==> src/rtl/skid_buffer_pkg.sv <==
`default_nettype none
// ============================================================================
// Module   : skid_buffer_pkg
// Purpose  : Shared types and constants for the skid_buffer pipeline slice.
//            state_t encodes buffer occupancy (EMPTY / BUSY / FULL).
//            STALL_CNT_W sizes the optional stall counter, which is present
//            when SKID_BUFFER_STATS_EN is defined.
// Revision : 1.0 - initial release
// ============================================================================
package skid_buffer_pkg;

    localparam int STALL_CNT_W = 32;

    typedef enum logic [1:0] {
        EMPTY = 2'b00,   // no beat held
        BUSY  = 2'b01,   // out register holds one beat
        FULL  = 2'b10    // out register and skid register both hold a beat
    } state_t;

endpackage : skid_buffer_pkg
`default_nettype wire

==> src/rtl/dffen.sv <==
`default_nettype none
// ============================================================================
// Module   : dffen
// Purpose  : W-bit clock-enabled register without reset (payload storage).
// Ports    : clk  in  1   clock, rising edge
//            en   in  1   load enable
//            d    in  W   data in
//            q    out W   registered data
// Revision : 1.0 - initial release
// ============================================================================
module dffen #(
    parameter int W = 1
) (
    input  logic         clk,
    input  logic         en,
    input  logic [W-1:0] d,
    output logic [W-1:0] q
);

    always_ff @(posedge clk) begin
        if (en) begin
            q <= d;
        end
    end

endmodule : dffen
`default_nettype wire

==> src/rtl/skid_buffer.sv <==
`default_nettype none
// ============================================================================
// Module   : skid_buffer
// Purpose  : Two-entry valid/ready pipeline slice. in_rdy and out_vld are
//            flop outputs, so no combinational path runs from out_rdy to
//            in_rdy. Full throughput is sustained under continuous flow.
//            Payload lives in two reset-less dffen registers (out, skid).
// Ports    : clk        in   1    clock
//            arst       in   1    asynchronous reset, active-high
//            in_vld     in   1    upstream valid
//            in_w       in   W    upstream payload
//            in_rdy     out  1    buffer accepts a beat (registered)
//            out_vld    out  1    downstream valid (registered)
//            out_w      out  W    downstream payload (out register)
//            out_rdy    in   1    downstream accepts a beat
//            stall_cnt  out  32   saturating stall counter; present only
//                                 when SKID_BUFFER_STATS_EN is defined
// Config   : SKID_BUFFER_STATS_EN - enables the stall counter and its port.
// Revision : 1.0 - initial release
// ============================================================================
module skid_buffer
    import skid_buffer_pkg::*;
#(
    parameter int W = 32
) (
    input  logic                   clk,
    input  logic                   arst,
    input  logic                   in_vld,
    input  logic [W-1:0]           in_w,
    output logic                   in_rdy,
    output logic                   out_vld,
    output logic [W-1:0]           out_w,
    input  logic                   out_rdy
`ifdef SKID_BUFFER_STATS_EN
    ,
    output logic [STALL_CNT_W-1:0] stall_cnt
`endif
);

    state_t         state_q;
    state_t         state_d;
    logic           out_vld_q;
    logic           in_rdy_q;

    logic           in_fire;
    logic           out_fire;
    logic           out_en;
    logic           skid_en;
    logic           out_sel;
    logic [W-1:0]   out_d;
    logic [W-1:0]   skid_q;

    assign in_fire  = in_vld & in_rdy_q;
    assign out_fire = out_vld_q & out_rdy;

    // Out register loads when it is (or is becoming) free and a beat is
    // available: a new input when EMPTY or passing through in BUSY, or the
    // skid entry when draining from FULL.
    assign out_en  = ((state_q == EMPTY) & in_fire)
                   | ((state_q == BUSY)  & in_fire & out_fire)
                   | ((state_q == FULL)  & out_fire);
    // Skid register only captures the beat that arrives while the out
    // register is occupied and stalled.
    assign skid_en = (state_q == BUSY) & in_fire & ~out_fire;
    // In FULL the oldest waiting beat is the skid entry, never in_w.
    assign out_sel = (state_q == FULL);
    assign out_d   = out_sel ? skid_q : in_w;

    always_comb begin
        state_d = state_q;
        case (state_q)
            EMPTY: begin
                if (in_fire) begin
                    state_d = BUSY;
                end
            end
            BUSY: begin
                if (in_fire && !out_fire) begin
                    state_d = FULL;
                end else if (!in_fire && out_fire) begin
                    state_d = EMPTY;
                end
            end
            FULL: begin
                if (out_fire) begin
                    state_d = BUSY;
                end
            end
            default: begin
                state_d = EMPTY;
            end
        endcase
    end

    // Handshake outputs are registered from the next state so they never
    // depend combinationally on out_rdy.
    always_ff @(posedge clk or posedge arst) begin
        if (arst) begin
            state_q   <= EMPTY;
            out_vld_q <= 1'b0;
            in_rdy_q  <= 1'b1;
        end else begin
            state_q   <= state_d;
            out_vld_q <= (state_d != EMPTY);
            in_rdy_q  <= (state_d != FULL);
        end
    end

    dffen #(.W(W)) u_out_reg (
        .clk (clk),
        .en  (out_en),
        .d   (out_d),
        .q   (out_w)
    );

    dffen #(.W(W)) u_skid_reg (
        .clk (clk),
        .en  (skid_en),
        .d   (in_w),
        .q   (skid_q)
    );

    assign out_vld = out_vld_q;
    assign in_rdy  = in_rdy_q;

`ifdef SKID_BUFFER_STATS_EN
    logic [STALL_CNT_W-1:0] stall_cnt_q;

    always_ff @(posedge clk or posedge arst) begin
        if (arst) begin
            stall_cnt_q <= '0;
        end else if (out_vld_q && !out_rdy && !(&stall_cnt_q)) begin
            stall_cnt_q <= stall_cnt_q + 1'b1;
        end
    end

    assign stall_cnt = stall_cnt_q;
`endif

endmodule : skid_buffer
`default_nettype wire

==> config.mk <==
export PLATFORM = sky130hd
export DESIGN_NAME = skid_buffer
export DESIGN_NICKNAME = d
export VERILOG_FILES = /design/src/rtl/skid_buffer_pkg.sv /design/src/rtl/dffen.sv /design/src/rtl/skid_buffer.sv
export SDC_FILE = /design/constraint.sdc
export NUM_CORES = 1
export LEC_CHECK = 0
export ABC_CLOCK_PERIOD_IN_PS = 1950
export BUFFER_PORTS_ARGS = -buffer_cell sky130_fd_sc_hd__buf_2
export CAP_MARGIN = 20
export CORE_MARGIN = 4
export CORE_UTILIZATION = 30
export DETAILED_ROUTE_END_ITERATION = 8
export GPL_TIMING_DRIVEN = 0
export SYNTH_ARGS = -nofsm -noshare
export SYNTH_HDL_FRONTEND = slang
export SYNTH_HIERARCHICAL = 1
export SYNTH_SLANG_ARGS = --single-unit
==> constraint.sdc <==
create_clock -name clk -period 1.95 [get_ports clk]
set_input_delay 0.0975 -clock clk [delete_from_list [all_inputs] [get_ports clk]]
set_output_delay 0.0975 -clock clk [all_outputs]
set_load 0.05 [all_outputs]
# ---- Word level (Yosys, flattened, before mapping)
# Cells that the tools add are included.
dict set report totals {
  register_bits 68
}
dict set report op_classes {
  n_eq_ne 3
  mux 6
  bitwise 10
  n_reduce_logical 6
}
# operator n
set ops {}
lappend ops {{2-to-1 mux 32 bit} 1}
lappend ops {{2-to-1 mux 2 bit} 4}
lappend ops {{bitwise AND 1 bit} 7}
lappend ops {{one-hot mux 2 bit (3 select lines)} 1}
lappend ops {{== test 2 x 1 -> 1 bit, second input constant} 1}
lappend ops {{== test 2 bit, second input constant} 1}
lappend ops {{logical AND 1 bit} 2}
lappend ops {{zero test 1 bit} 2}
lappend ops {{zero test 2 bit} 1}
lappend ops {{!= test 2 bit, second input constant} 1}
lappend ops {{OR 1 bit} 2}
lappend ops {{nonzero test 2 bit} 1}
lappend ops {{NOT 1 bit} 1}

# ---- Logic depth before layout (Yosys ltp)
dict set report depth {
  ltp_word 7
  mapped_depth 5
  ltp_nobuf 3
}

# ---- Cells and area by module
# Netlist, hierarchy kept.
# module instances cells_per_inst area_per_inst_um2 seq_area_each_um2
set modules_own_cells {}
lappend modules_own_cells {dffen 2 32 960.9 960.9}
lappend modules_own_cells {skid_buffer 1 125 633.1 101.3}

# ---- Worst setup path before layout
# Ideal clock, no wire load.
dict set report synth_timing {
  path_type {register to register}
  start {register in_rdy_q, in the netlist in_rdy}
  end {register u_skid_reg.q[0] (enable)}
  setup_ps 392
  arrival_time_ps 1785
  required_time_ps 1558
  slack_ps -227
  path_stages_with_launch 3
  synth_period_minus_slack_ps 2177
  cell_sequence {dfstp_2 > and3b_1 > and3_1}
}
dict set report synth_via {
  elab_chain_len 3
}
# element line_no
set synth_lines {}
lappend synth_lines {{from (decl)} skid_buffer.sv:43} ;# logic in_rdy_q;
lappend synth_lines {{from (signal assigned)} skid_buffer.sv:105} ;# in_rdy_q <= (state_d != FULL);
lappend synth_lines {{bitwise AND 1 bit} skid_buffer.sv:53} ;# assign in_fire = in_vld & in_rdy_q;
lappend synth_lines {{bitwise AND 1 bit (2 in a row)} skid_buffer.sv:64} ;# assign skid_en = (state_q == BUSY) & in_fire & ~out_fire;
lappend synth_lines {{via skid_en} skid_buffer.sv:48} ;# logic skid_en;
lappend synth_lines {{to (signal assigned)} dffen.sv:22} ;# q <= d;
lappend synth_lines {{to (decl)} dffen.sv:17} ;# output logic [W-1:0] q
# The timed path passes the listed nets, and every way through them passes these cells.
# A chain may end at the register's enable or synchronous reset.

# ---- Final worst setup path
dict set report layout_timing {
  start {register state_q[1]}
  end {register u_out_reg.q[26] (enable)}
}
dict set report layout_via {
  elab_chain_len 5
  elab_cells_between_ends 9
}
# element line_no
set layout_lines {}
lappend layout_lines {{from (decl)} skid_buffer.sv:40} ;# state_t state_q;
lappend layout_lines {{from (signal assigned)} skid_buffer.sv:103} ;# state_q <= state_d;
lappend layout_lines {{== test 2 x 1 -> 1 bit} skid_buffer.sv:60} ;# | ((state_q == BUSY) & in_fire & out_fire)
lappend layout_lines {{bitwise AND 1 bit (2 in a row)} skid_buffer.sv:60}
lappend layout_lines {{OR 1 bit} skid_buffer.sv:60}
lappend layout_lines {{OR 1 bit (*)} skid_buffer.sv:61} ;# | ((state_q == FULL) & out_fire);
lappend layout_lines {{via out_en} skid_buffer.sv:47} ;# logic out_en;
lappend layout_lines {{to (signal assigned)} dffen.sv:22}
lappend layout_lines {{to (decl)} dffen.sv:17}
# Mark *: on every way through the listed nets, which the timed path passes. The rest lies on a longest branch.

==> metrics.md <==
| Metric | Value |
|---|---|
| Outcome | `complete, no violations` |
| Comb power frac | `between 30% and 40%` |
| Area grow syn2layout | `39.1%` |
| FILL cells | `787` |
| Setup TNS | `0 ps` |
| Final net count | `339` |
| Net Sw Frac | `between 40% and 50%` |
| Vias | `1,715` |
| Port Buffers | `69` |
| Hold path startpoint | `in_vld` |
| RSZ-0062 raised after global routing | `false` |
| Max Cap Viol | `0` |
| Post-synthesis register bit count | `between 60 and 70` |
| F_max | `~590 MHz` |
| Placed cell count | `363` |
| Slew @ Worst Pin | `about 500 ps` |
| Critical Path RT | `1930 ps` |
| Io pins | `70` |
| Max Clock Skew | `7.07 ps` |
| Fin crit share | `between 80 and 90%` |
| Setup CP Type | `reg2reg` |
| Minimum clock period | `1710 ps` |
| Worst EP arrival | `1690 ps` |
| GPL Wtd Cong | `0.663` |
| Top-area cell type share of the netlist area | `about 75%` |
| Hpwl dp | `3.28 mm` |
| P_sw | `roughly 2.2 mW` |
| Routed length per instance | `12.9 µm` |
| CP max stage delay | `between 400 and 500 ps` |
| H-tree Lvls | `3` |
| Total Routing Usage GR | `11.2%` |
| Post-synth cell types | `18` |
| RR Startpoint | `state_q[1]$_DFF_PP0_` |
| Max-slew violations | `0` |
| Share of cells above drive strength 1 | `29.7%` |
| Max_slew headroom | `67.4%` |
| Worst-path clk slew | `about 70 ps` |
| Clock power frac | `19.1%` |
| Worst hold path class | `in2reg` |
| Most frequent cells in the layout | `nand2_1, buf_2, edfxtp_1` |
| Syn nets | `225` |
| Row cnt | `33` |
| Final WL | `5.32 mm` |
| Multi-input logic area | `472 µm²` |
| Critical path fanouts, max | `32` |
| Slowest cell on crit path | `dfrtp_1` |
| VDD IR max | `about 0.0010 V` |
| Initial antenna violation count | `0` |
| CTS root buf | `clkbuf_8` |
| Area of the die | `10,100 µm²` |
| CTS tree | `built` |
| Endpoints failing setup | `0` |
| Seq. cell area | `2020 µm²` |
| Most common cell after layout, fill and taps aside | `nand2_1` |
| Core Region | `approximately 8300 µm²` |
| Sequential share of power | `42.5%` |
| Initial core utilization | `30.9%` |
| Avg Cell Area, Syn | `13.5 µm²` |
| Clock Path Buffers | `2` |
| Post-synth top area cell | `edfxtp_1` |
| Drt first pass iters | `4` |
| Vias in the first global route | `1,761` |
| Lkg Pwr | `1.52 nW` |
| Synthesized cell area | `2550 µm²` |
| Crit path launch type | `flip-flop` |
| First-pass GRT wire length | `8.38 mm` |
| Detail-routed via count per cell | `4.17` |
| Area contributors post-synth | `edfxtp_1, nand2_1, dfrtp_1` |
| Die Span Y | `100 µm` |
| Post-synthesis cell count | `189` |
| Clock latency on the worst-skew pair | `330 ps` |
| Number of synthesis warnings | `6` |
| Placed instance area | `3040 µm²` |
| Diodes inserted | `0` |
| DIE WIDTH | `100 µm` |
| Cts bufs inserted | `9` |
| DRT iter0 DRCs | `66` |
| Sequential area share after synthesis | `79.2%` |
| Non-Filler Instances | `411` |
| Final ANT Viol Nets | `0` |
| Total grt overflow | `0` |
| CP cell instances | `nor2b_1, buf_2, o21bai_1, nand2_4` |
| Critical Path Start | `state_q[1]$_DFF_PP0_` |
| CTS Sinks | `68` |
| Critical Path Sink Type | `flip-flop` |
| Fin area | `3550 µm²` |
| Int Pwr | `3.20 mW` |
| Residual DRC count | `0` |
| Hold Fails Final Rpt | `0` |
| Largest net degree at the start of global routing | `33` |
| PwrDens | `1530 nW/µm²` |
-- critical path: cells and delay by family (launching register included) --
family | cells | cell delay (ps)
simple gates | 2 | 470
buf+inv | 1 | 160
flops | 1 | 410
compound gates | 1 | 290
-- final timing paths --
| kind | end | slack (ps) | cells after the start |
|---|---|---|---|
| worst min register to register | u_out_reg/q[15]$_DFFE_PP_ | 510 | 2 |
| min in group asynchronous | out_vld$_DFF_PP0_ | 190 | 3 |
| worst max register to register | u_out_reg/q[26]$_DFFE_PP_ | 240 | 4 |
| worst min-delay path | state_q[0]$_DFF_PP0_ | 140 | 4 |
| worst max-delay path | u_out_reg/q[26]$_DFFE_PP_ | 240 | 4 |
| max in group asynchronous | in_rdy$_DFF_PP1_ | 1540 | 3 |
-- layout make-up --
cell class	count	share of cell area (%)
Buffer	8	1.94
Clock buffer	10	3.59
Clock inverter	4	1.20
Inverter	1	0.106
Multi-Input combinational cell	112	13.3
Sequential cell	68	56.9
Tap cell	105	3.70
Timing Repair Buffer	103	19.3
-- kinds of logic after synthesis --
| logic type | Yosys count | share of synthesized area (%) |
|---|---|---|
| buf+inv | 9 | 2.84 |
| flops | 68 | 79.2 |
| simple gates | 107 | 16.6 |
| compound gates | 5 | 1.42 |
-- sequential cells by signal (all words and copies together), names as in the netlist --
signal / flops
u_skid_reg/q: 32
state_q: 2
in_rdy: 1
out_vld: 1
u_out_reg/q: 32
-- routing by layer --
metal  global-route usage, %  part of all wire (%)
met5                       0                     0
met2                    18.1                    49
met4                    6.53                   1.8
met3                    3.41                   5.6
met1                    13.1                    44
-- timing repair --
item	CTS	global route
hold endpoints to repair	37	0
hold buffers	34	0
setup buffers	0	0
resized for setup	1	1
setup endpoints to repair	32	32
pin swaps	0	0
-- synthesized netlist by cell type --
library cell and instances:
buf_6 3, buf_4 4, and3b_1 1, dfstp_2 1, nand2b_1 2, inv_1 1, buf_2 1, dfrtp_1 3
a21boi_0 2, o21bai_1 1, nand4b_1 1, a22o_1 1, edfxtp_1 64, nand2_1 100, nand3_1 1, nor2b_1 1
and3_1 1, o21ai_0 1
-- stage by stage --
step / setup slack, ps / hold slack, ps / total power [mW] / utilization, %
6_report: 243 / 139 / 5.44 / 43.0
3_3_place_gp: 48.1 / -15.2 / 4.37 / 36.8
4_1_cts: 32.4 / 116 / 5.54 / 43.0
2_1_floorplan: 104 / -137 / 3.88 / -
3_5_place_dp: 16.7 / -9.11 / 4.40 / 36.8
5_1_grt: 111 / 131 / 5.72 / 43.0
-- power by group through the flow --
stage                     combinational, mW  clock (mW)  sequential, mW
final                                  2.09        1.04            2.31
after global routing                   2.22        1.16            2.35
after CTS                              2.12        1.10            2.32
after detailed placement               2.05           0            2.35
after global placement                 2.04           0            2.33
after floorplan                       0.479           0            3.41
No activity file was read; power rests on OpenSTA's default activity.
